$ cat src/rtl/fp_normalize_pipe.sv
// Two-stage normalisation for the FP add/sub datapath: stage 1 registers the operands and their
// leading-zero count, stage 2 registers the normalised result. Optional macro: NORM_INF_SAT_EN.
module fp_normalize_pipe #(
    parameter int EXP_W = 8,
    parameter int MAN_W = 23
) (
    input  logic             clk,
    input  logic             rst,
    input  logic             in_valid,
    output logic             in_ready,
    input  logic [EXP_W-1:0] pre_E,
    input  logic [MAN_W:0]   pre_M,
    input  logic             OV,
    input  logic             op,
    output logic             out_valid,
    input  logic             out_ready,
    output logic [EXP_W-1:0] E,
    output logic [MAN_W-1:0] M,
    output logic             NaN,
    output logic             zero,
    output logic             inf
);

    localparam int LZ_W = $clog2(MAN_W + 2);
    localparam int CW   = ((EXP_W > LZ_W) ? EXP_W : LZ_W) + 1;
    localparam logic [EXP_W-1:0] E_ONES = '1;

    function automatic logic [LZ_W-1:0] lead_zeros(input logic [MAN_W:0] v);
        lead_zeros = LZ_W'(MAN_W + 1);
        for (int i = 0; i <= MAN_W; i++) begin
            if (v[i]) lead_zeros = LZ_W'(MAN_W - i);
        end
    endfunction

    logic             s1_valid_q, s1_valid_d;
    logic [EXP_W-1:0] s1_e_q, s1_e_d;
    logic [MAN_W:0]   s1_m_q, s1_m_d;
    logic             s1_ov_q, s1_ov_d;
    logic             s1_op_q, s1_op_d;
    logic [LZ_W-1:0]  s1_lz_q, s1_lz_d;

    logic             s2_valid_q, s2_valid_d;
    logic [EXP_W-1:0] e_q, e_d;
    logic [MAN_W-1:0] m_q, m_d;
    logic             nan_q, nan_d;
    logic             zero_q, zero_d;
    logic             inf_q, inf_d;

    logic             s2_free, s1_load, s2_load;
    logic [EXP_W:0]   sum;
    logic             carry;
    logic [CW-1:0]    e_ext, lz_ext;
    logic [EXP_W-1:0] res_e;
    logic [MAN_W-1:0] res_m;
    logic             res_nan, res_zero, res_inf;
`ifdef NORM_INF_SAT_EN
    logic             ovf;
`endif

    // Stage 1 boundary: operand capture and leading-zero count
    always_comb begin
        s2_free    = !s2_valid_q | out_ready;
        in_ready   = !s1_valid_q | s2_free;
        s1_load    = in_valid & in_ready;
        s2_load    = s1_valid_q & s2_free;
        s1_valid_d = s1_load | (s1_valid_q & !s2_free);
        s2_valid_d = s2_free ? s1_valid_q : s2_valid_q;
        s1_e_d     = s1_load ? pre_E : s1_e_q;
        s1_m_d     = s1_load ? pre_M : s1_m_q;
        s1_ov_d    = s1_load ? OV : s1_ov_q;
        s1_op_d    = s1_load ? op : s1_op_q;
        s1_lz_d    = s1_load ? lead_zeros(pre_M) : s1_lz_q;
    end

    // Stage 2 boundary: normalise, classify, and register the result
    always_comb begin
        sum      = {1'b0, s1_e_q} + {{EXP_W{1'b0}}, 1'b1};
        e_ext    = CW'(s1_e_q);
        lz_ext   = CW'(s1_lz_q);
        carry    = 1'b0;
        res_zero = 1'b0;
        res_inf  = 1'b0;
        if (!s1_op_q) begin
            if (s1_ov_q) begin
                carry = sum[EXP_W];
                res_e = sum[EXP_W-1:0];
                res_m = s1_m_q[MAN_W:1];
            end else begin
                res_e = s1_e_q;
                res_m = s1_m_q[MAN_W-1:0];
            end
        end else if (s1_m_q == '0 || lz_ext > e_ext) begin
            // exact cancellation or exponent would go negative: flush to zero
            res_zero = 1'b1;
            res_e    = '0;
            res_m    = '0;
        end else begin
            res_e = EXP_W'(e_ext - lz_ext);
            res_m = MAN_W'(s1_m_q << s1_lz_q);
        end
`ifdef NORM_INF_SAT_EN
        ovf     = carry | (!s1_op_q & (res_e == E_ONES));
        res_nan = !ovf & (s1_e_q == E_ONES) & (s1_m_q != '0);
        if (ovf) begin
            res_e   = E_ONES;
            res_m   = '0;
            res_inf = 1'b1;
        end
`else
        res_nan = carry | ((res_e == E_ONES) && (res_m != '0));
`endif
        e_d    = s2_load ? res_e : e_q;
        m_d    = s2_load ? res_m : m_q;
        nan_d  = s2_load ? res_nan : nan_q;
        zero_d = s2_load ? res_zero : zero_q;
        inf_d  = s2_load ? res_inf : inf_q;
    end

    always_ff @(posedge clk) begin
        s1_e_q  <= s1_e_d;
        s1_m_q  <= s1_m_d;
        s1_ov_q <= s1_ov_d;
        s1_op_q <= s1_op_d;
        s1_lz_q <= s1_lz_d;
    end

    always_ff @(posedge clk) begin
        if (rst) begin
            s1_valid_q <= 1'b0;
            s2_valid_q <= 1'b0;
            e_q        <= '0;
            m_q        <= '0;
            nan_q      <= 1'b0;
            zero_q     <= 1'b0;
            inf_q      <= 1'b0;
        end else begin
            s1_valid_q <= s1_valid_d;
            s2_valid_q <= s2_valid_d;
            e_q        <= e_d;
            m_q        <= m_d;
            nan_q      <= nan_d;
            zero_q     <= zero_d;
            inf_q      <= inf_d;
        end
    end

    assign out_valid = s2_valid_q;
    assign E         = e_q;
    assign M         = m_q;
    assign NaN       = nan_q;
    assign zero      = zero_q;
    assign inf       = inf_q;

endmodule
$ cat config.mk
export PLATFORM = sky130hd
export DESIGN_NAME = fp_normalize_pipe
export DESIGN_NICKNAME = d
export VERILOG_FILES = /design/src/rtl/fp_normalize_pipe.sv
export SDC_FILE = /design/constraint.sdc
export NUM_CORES = 1
export LEC_CHECK = 0
export CORE_ASPECT_RATIO = 1.75
export CORE_MARGIN = 1.5
export CORE_UTILIZATION = 55
export DETAILED_ROUTE_END_ITERATION = 16
export GPL_ROUTABILITY_DRIVEN = 0
export GPL_TIMING_DRIVEN = 0
export PLACE_DENSITY = 0.84
export SLEW_MARGIN = 10
export SYNTH_ARGS = -nofsm -noshare
export SYNTH_HDL_FRONTEND = slang
export SYNTH_SLANG_ARGS = --single-unit
export TNS_END_PERCENT = 30
$ cat constraint.sdc
create_clock -name clk -period 3.5 [get_ports clk]
set_input_delay 0.35 -clock clk [delete_from_list [all_inputs] [get_ports clk]]
set_output_delay 0.35 -clock clk [all_outputs]
set_load 0.05 [all_outputs]
==> impl_metrics.ini, run 1 <==
[power]
vdd_ir_drop_max_v = 0.0003142
p_leak_nw = 2.135
powerDensity_nw_per_um2 = 426.1

[sta]
fmax_mhz = 291.5
period_share_pct = 98.02
finalClockSkew_ns = 0.005810
min_period_ns = 3.431
hold_viol_final = 0
max_slew_margin_pct = 40.13
drv_slew = 0
setup_viol = 0
rsz0062_at_grt = false
worst_slew_pin_slew_ns = 0.8981

[cells_and_area]
fillers = 649
area_delta_synth_final_pct = 25.35
multiInputGateArea_um2 = 2731
nets = 626
drive_above_1_share_pct = 12.12
fin_cells = 701
final_cell_area_um2 = 5989
regArea_um2 = 1872
diodes = 0

[critical_path]
crit_path_frequent_cell = nand4_1
r2r-start = s1_m_q[1]
crit_slowest_cell = o211ai_1
critPathMaxFanout = 8
reg2reg_depth = 8
critical_path_class = flip-flop to flip-flop
slowest_delay_ns = 0.63
crit_chain = nor4_1, nand4_1, o211ai_1, o22ai_2, a2111oi_2, nand4_1, nor4_4, o22ai_1
arrival_ns = 3.64
regToRegEndpoint = NaN
crit_path_end_kind = flip-flop
crit_family = simple AND/OR/NAND/NOR gates
critPathLaunchType = flip-flop
required_ns = 3.71
path_buf_inv = 0
ff2ff_setup_slack_ns = 0.07

[synth]
synth_flop_cell = edfxtp_1
yosysMostFrequentCell = nor2_1
synthTopCellsByCount = nor2_1, edfxtp_1, dfxtp_1
async_flop_share_pct = 0
yosys-top-cells-area = edfxtp_1, dfxtp_1, mux4_2, nor2_1, mux2i_1
synthDominantCellAreaShare_pct = 24.51
synth_top_cell_by_area = edfxtp_1
syn-num-nets = 541
synth_cell_types = 61
synth-seq-cells = 74
synth.avg_cell_area_um2 = 9.634
syn_area_um2 = 4778
synth_edf_count = 39
synthCells = 496
ys_warn_count = 0
ys_seq_area_share_pct = 39.17

[clock_network]
cts_made_buffers = 9
cts_max_path_buffers = 2
cts.htree.levels = 3
cts_root_buf = clkbuf_16
clk_pin_slew_worst_paths_ns = 0.06
numClockSinks = 74
cts_tree = yes
cts_hold_buf = 0
clkLatencyLatePin_ns = 0.34

[min_path]
holdPathEnd = E[7]
min_from = E[7]
hold_depth = 2
min_path_type = flip-flop to flip-flop

[placed_design]
numPortBuffers = 71
place_hpwl_um = 10110
dp.cells = 682
dpl_cell_area_um2 = 5634

[detailed_routing]
num_vias = 4530
viasPerCell = 6.462
drt_wl_total_um = 13420
drc_errors = 0
postRouteAntennaNets = 0
drtIter0Drc = 427
drt_first_pass_iters = 6
wire_per_inst_um = 19.14

[floorplan]
die_y_um = 126.3
core_um2 = 8368
die-area_um2 = 9278
fp-row-count = 44
dieWidth_um = 73.46
ios = 74
start_util_pct = 57.10

[global_route]
grt_pass1_wl_um = 21430
grt_usage_pct = 30.42
grt_overflow = 0
grt_pass1_vias = 4384
antenna_found_initial = 0
grt_max_degree = 40

[outcome]
status = completed

[job]
max_cap_violations = 0
==> per-layer routing <==
metal / track usage (%) / wire [um] / vias to the layer above
met3: 4.686 / 912 / 107
li1: - / - / 2077
met1: 31.91 / 4420 / 2053
met4: 26.03 / 1344 / 0
met5: 0 / 0 / -
met2: 50.98 / 6739 / 293
==> worst register-to-register path, cell delays in order (launching register included) <==
cell and delay (ns):
edfxtp_1 0.50, nor4_1 0.59, nand4_1 0.39, o211ai_1 0.64, o22ai_2 0.22, a2111oi_2 0.28
nand4_1 0.22, nor4_4 0.35, o22ai_1 0.12
==> per-stage QoR <==
stage	setup TNS, ns	setup WS, ns	utilization, %	hold slack (ns)	power (W)
2_1_floorplan	0	0.5250	-	0.4489	0.001458
3_3_place_gp	-0.3499	-0.3499	67.31	0.4420	0.001647
3_5_place_dp	-0.3751	-0.3751	67.33	0.4481	0.001661
4_1_cts	0	0.007812	71.13	0.4558	0.002534
5_1_grt	0	0.01093	71.58	0.4634	0.002632
6_report	0	0.06943	71.58	0.4519	0.002552
==> registers in the layout (all words and copies together), names as in the netlist <==
signal,flops
E,8
M,23
NaN,1
out_valid,1
s1_e_q,8
s1_lz_q,5
s1_m_q,24
s1_op_q,1
s1_ov_q,1
s1_valid_q,1
zero,1
==> area by class of cell <==
class / instances / share of cell area (%)
multi-input combinational: 377 / 45.60
clock inverter: 2 / 0.1671
timing repair buffer: 76 / 12.49
inverter: 14 / 0.9400
tap: 115 / 2.402
buffer: 29 / 2.507
clock buffer: 14 / 4.638
sequential: 74 / 31.25
==> kinds of logic (layout without fill, tap and decap cells) <==
logic type	after synthesis	after routing	share of synthesized area, %
and+or+nand+nor	183	183	17.54
AOI/OAI and AO/OA	119	119	17.10
DFF	74	74	39.17
muxes	61	61	18.70
buffers and inverters	45	135	4.320
adders and majority gates	7	7	1.990
xor gates and xnor gates	6	6	1.100
other	1	1	0.07848
==> worst max-delay path by stage <==
| stage | slack [ns] | end | cells after the start | from |
|---|---|---|---|---|
| final | 0.07 | NaN | 8 | s1_m_q[1] |
| after global routing | 0.01 | NaN | 9 | s1_m_q[1] |
| after CTS | 0.008 | NaN | 12 | s1_e_q[0] |
| after detailed placement | -0.38 | NaN | 12 | s1_lz_q[3] |
| after global placement | -0.35 | NaN | 12 | s1_lz_q[3] |
| after floorplan | 0.53 | NaN | 11 | s1_lz_q[2] |
==> where the power goes <==
group          switching (W)  total (W)  internal (W)
sequential         0.0000564    0.00103      0.000973
combinational       0.000379   0.000650      0.000271
clock               0.000330   0.000873      0.000543
total               0.000765    0.00255       0.00179
==> what timing repair did <==
item	4_1_cts	5_1_grt
setup buffers	3	2
hold endpoints to repair	0	0
resized for setup	3	8
setup endpoints to repair	1	2
pin swaps	1	0
==> layout by cell type (no fill, tap or decap), drive strengths merged, types with 4 or more instances in the layout <==
cell,n
a22oi,4
clkdlybuf4s50,71
a21oi,30
and3,5
nor2b,8
dfxtp,35
nor3,24
edfxtp,39
mux4,21
o22ai,9
o21ai,16
nand3,9
nor4,13
mux2,13
o31ai,4
a211oi,22
nand4,8
nand2,31
buf,18
clkbuf,30
a221oi,4
mux2i,27
inv,12
nor2,77
ha,6
No activity file was read; power rests on OpenSTA's default activity.
==> inputs of run 2 (changes only) <==
CELL_PAD_IN_SITES_DETAIL_PLACEMENT = 0   (was default)
CELL_PAD_IN_SITES_GLOBAL_PLACEMENT = 2   (was default)
CORE_UTILIZATION = 35   (was 55)
CTS_BUF_LIST = sky130_fd_sc_hd__clkbuf_2   (was default)
PLACE_DENSITY = 0.85   (was 0.84)
==> impl_metrics.ini, run 2 (synthesis results as in run 1) <==
[outcome]
status = completed

[sta]
tns_ns = 0
drv_slew = 0
min_period_ns = 3.267
period_share_pct = 93.35
hold_ws_ns = 0.2242
worst_slew_pin_slew_ns = 0.7992
finalClockSkew_ns = 0.02574
hold_viol_final = 0
setup_viol = 0
max_slew_margin_pct = 46.60
rsz0062_at_grt = false
fmax_mhz = 306.1

[detailed_routing]
num_vias = 4296
wire_per_inst_um = 18.76
drt_wl_total_um = 14370
drc_errors = 0
drt_first_pass_iters = 6
postRouteAntennaNets = 0
drtIter0Drc = 276
viasPerCell = 5.608

[global_route]
grt_max_degree = 40
grt_overflow = 0
grt_pass1_vias = 4208
grt_pass1_wl_um = 22530
grt_usage_pct = 20.55
antenna_found_initial = 1

[critical_path]
reg2reg_depth = 12
regToRegEndpoint = NaN
required_ns = 3.95
critPathMaxFanout = 10
arrival_ns = 3.72
crit_path_end_kind = flip-flop
r2r-start = s1_lz_q[0]
critical_path_class = flip-flop to flip-flop
ff2ff_setup_slack_ns = 0.23
critPathLaunchType = flip-flop

[floorplan]
die-area_um2 = 14390
dieWidth_um = 91.33
die_y_um = 157.6
start_util_pct = 35.70
ios = 74
fp-row-count = 56
core_um2 = 13380

[clock_network]
cts_root_buf = clkbuf_2
clkLatencyLatePin_ns = 0.55
numClockSinks = 74
cts_made_buffers = 9
clk_pin_slew_worst_paths_ns = 0.19
cts.htree.levels = 3
cts_tree = yes
cts_max_path_buffers = 2

[cells_and_area]
largest_reg_flops = 24
nets = 631
layout_common_cells = nor2_1, clkdlybuf4s50_1, edfxtp_1
utilization_pct = 44.30
area_delta_synth_final_pct = 24.06
fin_cells = 766
final_cell_area_um2 = 5928
drive_above_1_share_pct = 12.86
final_common_cell = nor2_1
regMostFlops = s1_m_q

[min_path]
min_from = rst
hold_depth = 2
holdPathEnd = NaN
min_path_type = input port to flip-flop

[placed_design]
dp.cells = 742
place_hpwl_um = 11560
numPortBuffers = 71
dpl_cell_area_um2 = 5728

[power]
vdd_ir_drop_max_v = 0.0001250
powerDensity_nw_per_um2 = 361.2
p_leak_nw = 2.095

[job]
max_cap_violations = 0
[run 2: changes by cell type in the layout (fill, tap and decap cells not counted), sizes merged]
cell / delta
buf: +4
bufinv: +1
clkbuf: -3
inv: +1
diode: +1
clkinv: +2
[run 2: worst max path at each step]
stage	startpoint	endpoint
floorplan	s1_lz_q[2]	NaN
global placement	s1_lz_q[3]	NaN
detailed placement	s1_lz_q[3]	NaN
CTS	s1_e_q[0]	NaN
global route	s1_e_q[0]	NaN
finish	s1_lz_q[0]	NaN
[run 2: critical path, cell delays in order, from the launching register on]
cell and delay, ns:
edfxtp_1 0.53, ha_1 0.22, inv_1 0.05, fa_1 0.44
a211oi_2 0.26, o21ai_1 0.19, o211ai_1 0.20, buf_4 0.24
o22ai_1 0.12, a311oi_1 0.28, nand4_1 0.18, nor4_4 0.34
o22ai_1 0.12
[run 2: layer usage]
| metal | routed length, um | GRT usage (%) | share of wire, % | up-vias |
|---|---|---|---|---|
| li1 | - | - | - | 2084 |
| met1 | 5333 | 21.21 | 37 | 1991 |
| met2 | 7543 | 38.02 | 52 | 166 |
| met3 | 586 | 2.930 | 4.1 | 55 |
| met4 | 910 | 13.84 | 6.3 | 0 |
| met5 | 0 | 0 | 0 | - |
[run 2: through the flow]
step	total power, W	worst slack [ns]
4_1_cts	0.002142	0.07728
3_3_place_gp	0.001674	-0.5620
3_5_place_dp	0.001681	-0.5186
6_report	0.002141	0.2329
2_1_floorplan	0.001458	0.5250
5_1_grt	0.002245	0.02757
[run 2: final cells by class]
cell class | count | area [um2]
Tap cell | 174 | 217.7
Multi-Input combinational cell | 377 | 2721
Fill cell | 1322 | 7455
Inverter | 14 | 52.55
Clock buffer | 10 | 50.05
Sequential cell | 74 | 1872
Buffer | 29 | 156.4
Clock inverter | 6 | 57.56
Timing Repair Buffer | 81 | 798.3
Antenna cell | 1 | 2.502
[run 2: what timing repair did]
item	in CTS	in global routing
setup buffers	3	6
hold buffers	0	0
endpoints found under the setup margin	2	1
gates resized for setup	6	7
pin swaps	1	0
[run 2: report_power, final]
part / switching (W) / internal, W / total, W / leakage (nW)
sequential: 0.0000537 / 0.000971 / 0.00102 / 0.670
clock: 0.000296 / 0.000163 / 0.000459 / 0.0715
combinational: 0.000382 / 0.000276 / 0.000658 / 1.35
==> inputs of run 3 (changes only) <==
CORE_UTILIZATION = 38   (was 35)
PLACE_DENSITY = 0.91   (was 0.85)
clock period = 4.15 ns   (was 3.5 ns; I/O delays follow)
==> impl_metrics.ini, run 3 (synthesis results as in run 1) <==
[sta]
tns_ns = 0
setup_viol = 0
setup_ws_ns = 0.3036
period_share_pct = 92.68
max_slew_margin_pct = 42.14
min_period_ns = 3.846
hold_ws_ns = 0.3054
worst_slew_pin_slew_ns = 0.8640
drv_slew = 0
hold_viol_final = 0
fmax_mhz = 260.0
finalClockSkew_ns = 0.02741
rsz0062_at_grt = false

[clock_network]
cts_hold_buf = 0
clk_pin_slew_worst_paths_ns = 0.19
post_cts_resized = 0
cts.htree.levels = 3
cts_max_path_buffers = 2
cts_made_buffers = 9
post-cts-setup-buffer-count = 0
clkLatencyLatePin_ns = 0.54
cts_tree = yes
cts_root_buf = clkbuf_2
numClockSinks = 74

[detailed_routing]
wire_per_inst_um = 18.66
drt_first_pass_iters = 6
num_vias = 4280
drt_wl_total_um = 14010
postRouteAntennaNets = 0
drtIter0Drc = 329
viasPerCell = 5.699
drc_errors = 0

[min_path]
holdPathEnd = NaN
min_path_type = input port to flip-flop
min_from = rst
hold_depth = 2

[critical_path]
critPathLaunchType = flip-flop
required_ns = 4.58
startpoint = s1_lz_q[3]
ff2ff_setup_slack_ns = 0.30
crit_chain = clkbuf_1, inv_1, ha_1, o21ai_0, o21ai_0, o211ai_1, o22ai_1, a2111oi_2, nand4_1, nor4_1, o22ai_1
r2r-start = s1_lz_q[3]
regToRegEndpoint = NaN
crit_slowest_cell = o211ai_1
critPathMaxFanout = 15
path_buf_inv = 2
arrival_ns = 4.27
critical_path_class = flip-flop to flip-flop
crit_family = compound AO/OA/AOI/OAI gates
crit_path_end_kind = flip-flop
slowest_delay_ns = 0.49
reg2reg_depth = 11

[power]
powerDensity_nw_per_um2 = 325.5
vdd_ir_drop_max_v = 0.0001260
p_leak_nw = 2.059

[global_route]
grt_max_degree = 40
antenna_found_initial = 1
grt_pass1_wl_um = 21480
grt_overflow = 0
grt_pass1_vias = 4083
grt_usage_pct = 21.56

[cells_and_area]
utilization_pct = 47.46
nets = 622
regMostFlops = s1_m_q
area_delta_synth_final_pct = 22.81
layout_common_cells = nor2_1, clkdlybuf4s50_1, edfxtp_1
final_common_cell = nor2_1
fin_cells = 751
largest_reg_flops = 24
drive_above_1_share_pct = 10.14

[floorplan]
die-area_um2 = 13280
core_um2 = 12360
fp-row-count = 54
die_y_um = 151.3
dieWidth_um = 87.77
ios = 74
start_util_pct = 38.65

[placed_design]
numPortBuffers = 71
dp.cells = 736
place_hpwl_um = 11380
pre_cts_slack_ns = 0.1428

[outcome]
status = completed

[job]
max_cap_violations = 0
run 3: changes by cell type in the layout (fill, tap and decap cells not counted), sizes merged:
cell      delta
clkinvlp     -1
clkbuf       -1
bufinv       +2
buf          -9
run 3: area by class of cell:
cell class,count,area (um2)
Timing Repair Buffer,72,730.7
Clock buffer,9,45.04
Multi-Input combinational cell,377,2701
Tap cell,168,210.2
Sequential cell,74,1872
Antenna cell,1,2.502
Inverter,14,52.55
Clock inverter,7,107.6
Buffer,29,146.4
Fill cell,1190,6496
run 3: how the worst max path moves through the flow:
stage | to | slack, ns | depth (start not counted)
2_1_floorplan | NaN | 1.18 | 11
3_3_place_gp | NaN | 0.16 | 12
3_5_place_dp | NaN | 0.14 | 12
4_1_cts | NaN | 0.10 | 12
5_1_grt | NaN | 0.10 | 11
6_report | NaN | 0.30 | 11
run 3: per-layer routing:
layer | share of wire, % | track usage (%)
met4 | 4.3 | 11.11
met5 | 0 | 0
met1 | 36 | 22.20
met2 | 55 | 40.76
met3 | 3.9 | 3.161
run 3: metrics by stage:
step | total power, W | area [um2]
floorplan | 0.001229 | 4778
global placement | 0.001409 | 5699
detailed placement | 0.001415 | 5720
CTS | 0.001916 | 5873
global route | 0.001986 | 5868
finish | 0.001910 | 5868
run 3: power by group:
part / internal [W] / switching [W]
clock network: 0.000254 / 0.000253
registers: 0.000819 / 0.0000455
logic: 0.000225 / 0.000314
